<file path="src/rtl/filter_stream_capture.sv">
// Captures DEPTH valid filter samples after an arm pulse, then replays them on a valid/ready stream.
// Optional drop counter enabled by defining FILTER_CAPTURE_DROP_CNT_EN.
module filter_stream_capture #(
    parameter int DATA_W = 14,
    parameter int DEPTH  = 128
) (
    input  logic              clk,
    input  logic              arst_n,
    input  logic              arm,
    input  logic [DATA_W-1:0] s_tdata,
    input  logic              s_tvalid,
    output logic [DATA_W-1:0] rd_tdata,
    output logic              rd_tvalid,
    input  logic              rd_tready,
    output logic              rd_tlast,
    output logic              busy,
    output logic              done,
    output logic [15:0]       drop_cnt
);

    localparam int PTR_W = $clog2(DEPTH);
    localparam logic [PTR_W-1:0] LAST_IDX = PTR_W'(DEPTH - 1);

    typedef enum logic [1:0] {
        IDLE,
        CAPTURE,
        READOUT
    } state_t;

    state_t            state;
    state_t            state_nx;
    logic [PTR_W-1:0]  wr_ptr;
    logic [PTR_W-1:0]  rd_ptr;
    logic [DATA_W-1:0] mem [DEPTH];

    logic wr_en;
    logic last_wr;
    logic hs;
    logic final_hs;
    logic load;

    always_comb begin
        state_nx = state;
        wr_en    = 1'b0;
        last_wr  = 1'b0;
        final_hs = 1'b0;
        load     = 1'b0;
        hs       = rd_tvalid && rd_tready;
        unique case (state)
            IDLE: begin
                if (arm) begin
                    state_nx = CAPTURE;
                end
            end
            CAPTURE: begin
                if (s_tvalid) begin
                    wr_en = 1'b1;
                    if (wr_ptr == LAST_IDX) begin
                        last_wr  = 1'b1;
                        state_nx = READOUT;
                    end
                end
            end
            READOUT: begin
                // One-entry prefetch: refill whenever the output slot empties.
                if (hs && rd_tlast) begin
                    final_hs = 1'b1;
                    state_nx = IDLE;
                end else if (!rd_tvalid || hs) begin
                    load = 1'b1;
                end
            end
            default: state_nx = IDLE;
        endcase
    end

    always_ff @(posedge clk or negedge arst_n) begin
        if (!arst_n) begin
            state     <= IDLE;
            wr_ptr    <= '0;
            rd_ptr    <= '0;
            rd_tdata  <= '0;
            rd_tvalid <= 1'b0;
            rd_tlast  <= 1'b0;
            busy      <= 1'b0;
            done      <= 1'b0;
        end else begin
            state <= state_nx;
            busy  <= (state_nx != IDLE);
            done  <= final_hs;
            if (state == IDLE && arm) begin
                wr_ptr <= '0;
            end
            if (wr_en) begin
                wr_ptr <= wr_ptr + PTR_W'(1);
            end
            if (last_wr) begin
                rd_ptr <= '0;
            end
            if (load) begin
                rd_tdata  <= mem[rd_ptr];
                rd_tlast  <= (rd_ptr == LAST_IDX);
                rd_tvalid <= 1'b1;
                rd_ptr    <= rd_ptr + PTR_W'(1);
            end
            if (final_hs) begin
                rd_tvalid <= 1'b0;
                rd_tlast  <= 1'b0;
            end
        end
    end

    // Buffer contents survive reset on purpose.
    always_ff @(posedge clk) begin
        if (wr_en) begin
            mem[wr_ptr] <= s_tdata;
        end
    end

`ifdef FILTER_CAPTURE_DROP_CNT_EN
    always_ff @(posedge clk or negedge arst_n) begin
        if (!arst_n) begin
            drop_cnt <= '0;
        end else if (s_tvalid && state != CAPTURE && drop_cnt != 16'hFFFF) begin
            drop_cnt <= drop_cnt + 16'd1;
        end
    end
`else
    assign drop_cnt = 16'h0000;
`endif

endmodule

</file>
<file path="config.mk">
export PLATFORM = sky130hd
export DESIGN_NAME = filter_stream_capture
export DESIGN_NICKNAME = d
export VERILOG_FILES = /design/src/rtl/filter_stream_capture.sv
export SDC_FILE = /design/constraint.sdc
export NUM_CORES = 2
export LEC_CHECK = 0
export ABC_CLOCK_PERIOD_IN_PS = 2900
export BUFFER_PORTS_ARGS = -buffer_cell sky130_fd_sc_hd__buf_2
export CORE_UTILIZATION = 44
export CTS_CLUSTER_SIZE = 10
export DETAILED_ROUTE_END_ITERATION = 6
export MAX_ROUTING_LAYER = met4
export PLACE_DENSITY = 0.7
export SLEW_MARGIN = 5
export SYNTH_ARGS = -nofsm -noshare
export SYNTH_HDL_FRONTEND = slang
export SYNTH_SLANG_ARGS = --single-unit
</file>
<file path="constraint.sdc">
create_clock -name clk -period 2.9 [get_ports clk]
set_clock_uncertainty 0.15 [all_clocks]
set_input_delay 0.58 -clock clk [delete_from_list [all_inputs] [get_ports clk]]
set_output_delay 0.58 -clock clk [all_outputs]
set_load 0.02 [all_outputs]
</file>
==> flow_metrics.tcl <==
set metrics [dict create \
    syn_area_per_cell_um2 20.06 \
    hpwl_um 113400 \
    drive_above_1_share 0.3012 \
    pre_cts_ws_ns -0.7920 \
    crit_chain "buf_12, buf_4, nand3_4, buf_12, buf_8, o221ai_1, a21oi_2, o21ai_1, a32oi_4, o31ai_2" \
    violations "setup timing" \
    synth.distinct_cells 52 \
    cpPeakStageDelay_ns 0.58 \
    clock-sinks 1826 \
    overflow 0 \
    antenna_found_initial 9 \
    ys_seq_area_frac 0.7687 \
    mostFrequentLayoutCells "edfxtp_1, buf_4, mux2i_1" \
    utilization 0.5306 \
    crit_family "compound AO/OA/AOI/OAI gates" \
    place_inst 5992 \
    fp.dieH_um 404.0 \
    finalCritPeriodShare 1.011 \
    end_kind "register" \
    final_cells 6357 \
    synth-edff-count 1792 \
    ys_ff_latch 1826 \
    max_cap_violations 0 \
    rsz0062_at_grt "yes" \
    cp_max_fo 21 \
    dr.first_iter.drc_count 4786 \
    final_common_cell "edfxtp_1" \
    finalMaxSlewViolations 0 \
    finalHoldViolCount 0 \
    h-tree-depth 4 \
    p_per_area_nw_per_um2 769.2 \
    cpMostUsedCell "buf_12" \
    initial_core_util 0.4429 \
    ctsRootBufferMaster "clkbuf_16" \
    postSynthCellCount 3544 \
    io_buffer_count 36 \
    cp.required_ns 3.44 \
    irDropWorstVdd_mv 0.7093 \
    wl_met3_um 19910 \
    first_pass_iters 6 \
    cts_tree "done" \
    async_reset_ff_frac 0.01862 \
    drt-vias-per-instance 5.980 \
    grt_pass1_wl_um 267000 \
    grt_use_total 0.2345 \
    dr_total_vias 38020 \
    yosysWarnings 0 \
    max_slew_margin 0.2697 \
    fin_nets 4118 \
    cts.clk_slew.worst_paths_ns 0.06 \
    wl_per_cell_um 29.37 \
    crit_type "register to register" \
    antenna_left 0 \
    path_buf_inv 4 \
    yosys_most_used_dff "edfxtp_1" \
    grt_pass1_vias 37770 \
    p_leak_nw 27.93 \
    setup_viol 5 \
    wirelength_um 186700 \
    layout_min_cycle_time_ns 2.932 \
    clock_latency_ns 0.83 \
    areaGrowthSynthToFinish_pct 19.82 \
    wl_met2_um 88480 \
    grt_max_degree 129 \
    pin_count 53 \
    coreArea_um2 160600 \
    crit_arrival_ns 3.47 \
    worst_slew_pin_slew_ns 1.095 \
    drc_errors 0 \
    setup_ws_ns -0.03197 \
    die_w_um 404.0 \
    whs_ns 0.06347 \
    slowest_stage "dfrtp_4" \
    cts_buffers 202 \
    fmax_ghz 0.3411 \
    status "finished with violations" \
    gp_congestion 0.8941 \
    clockBufferDepth 3 \
    die_area_um2 163200 \
    worstHoldPathType "input pin to register" \
    met1Wirelength_um 72110 \
    synth_area_um2 71110 \
    top_layer "met4" \
    startpoint_type "register" \
    fp-row-count 147 \
]
## path summary, 6_finish.rpt
kind | start | end | slack [ns] | depth (start not counted)
worst min register to register | rd_tdata[3] | rd_tdata[3] | 0.43 | 2
min in group asynchronous | arst_n | busy | 0.33 | 2
worst min-delay path | s_tdata[4] | mem[82][4] | 0.06 | 1
worst max register to register | rd_ptr[1] | rd_tdata[10] | -0.03 | 10
worst max-delay path | rd_ptr[1] | rd_tdata[10] | -0.03 | 10
max in group asynchronous | arst_n | rd_ptr[0] | 1.44 | 2
## where the power goes
group          internal, W  switching [W]  total [W]
clock               0.0130        0.00984     0.0228
combinational      0.00593        0.00736     0.0133
sequential          0.0291       0.000368     0.0295
total               0.0480         0.0176     0.0655
## worst register-to-register path, stage by stage, from the launching register on
cell	delay, ns
dfrtp_4	0.58
buf_12	0.18
buf_4	0.14
nand3_4	0.15
buf_12	0.19
buf_8	0.25
o221ai_1	0.22
a21oi_2	0.23
o21ai_1	0.21
a32oi_4	0.38
o31ai_2	0.10
## cell type report
cell class | instances | area [um^2]
multi-input combinational | 1495 | 16070
sequential | 1826 | 54680
tap | 2160 | 2703
antenna | 4 | 10.01
inverter | 4 | 17.52
clock buffer | 282 | 5376
fill | 12080 | 75360
timing repair buffer | 568 | 6010
clock inverter | 18 | 334.1
## stage by stage
stage                     setup TNS (ns)  total power, W  instance area (um^2)
final                           -0.08985         0.06553                 85200
after global routing             -0.1871         0.06729                 85200
after detailed placement          -7.103         0.04127                 77390
after floorplan                        0         0.03593                 71160
after CTS                       -0.02332         0.06489                 84310
after global placement            -6.745         0.04117                 77390
## metal layers
layer	vias up	global-route usage
met5	-	-
met3	341	0.04699
met4	0	0.08174
li1	15760	-
met1	19770	0.3168
met2	2147	0.3563
## registers in the layout (all words and copies together), names as in the netlist
register   cells
rd_tlast       1
done           1
busy           1
wr_ptr         7
rd_tdata      14
mem         1792
state          2
rd_ptr         7
rd_tvalid      1
## Yosys cell counts, types with 3 or more instances
cell | number | area share
nand2_1 | 58 | 0.0031
o21ai_0 | 104 | 0.0073
or2_2 | 9 | 0.00079
nor2_1 | 158 | 0.0083
a22oi_1 | 27 | 0.0029
nand3_1 | 19 | 0.0013
nand2b_1 | 4 | 0.00035
mux2i_1 | 388 | 0.055
o221ai_1 | 53 | 0.0065
clkbuf_1 | 98 | 0.0052
buf_6 | 29 | 0.0046
buf_8 | 4 | 0.00084
mux2_2 | 28 | 0.0044
buf_4 | 34 | 0.0036
a32oi_1 | 13 | 0.0016
edfxtp_1 | 1792 | 0.76
o21ai_1 | 22 | 0.0015
mux4_2 | 255 | 0.081
buf_1 | 10 | 0.00053
buf_12 | 11 | 0.0031
nand3b_1 | 7 | 0.00074
nand4_1 | 4 | 0.00035
o31ai_2 | 12 | 0.0021
a221oi_2 | 13 | 0.0027
a221oi_1 | 71 | 0.0087
inv_1 | 4 | 0.00021
buf_2 | 48 | 0.0034
and3_1 | 7 | 0.00062
dfrtp_1 | 34 | 0.012
a2111o_1 | 11 | 0.0017
a211oi_1 | 57 | 0.0060
a21oi_1 | 81 | 0.0057
o22ai_1 | 44 | 0.0039
nor2b_1 | 8 | 0.00070
and2_1 | 3 | 0.00026
## cell families (layout without fill, tap and decap cells)
logic type | Yosys count | in the layout | share of synthesized area
other | 1 | 20 | 0.00005274
flip-flops | 1826 | 1826 | 0.7687
multiplexers | 671 | 671 | 0.1398
adder cells (fa/ha/maj) | 2 | 2 | 0.0003519
buffers and inverters | 238 | 872 | 0.02141
AO/OA/AOI/OAI | 521 | 521 | 0.05221
AND/OR/NAND/NOR | 285 | 285 | 0.01744
## what timing repair did
action / 4_1_cts / 5_1_grt
hold buffers: 4 / 0
gates resized for setup: 158 / 128
buffers inserted: 23 / 27
endpoints found under the setup margin: 14 / 14
pin swaps: 19 / 44
cloned: 6 / 6
hold endpoints to repair: 60 / 0
Power figures use the tool's default switching activity.
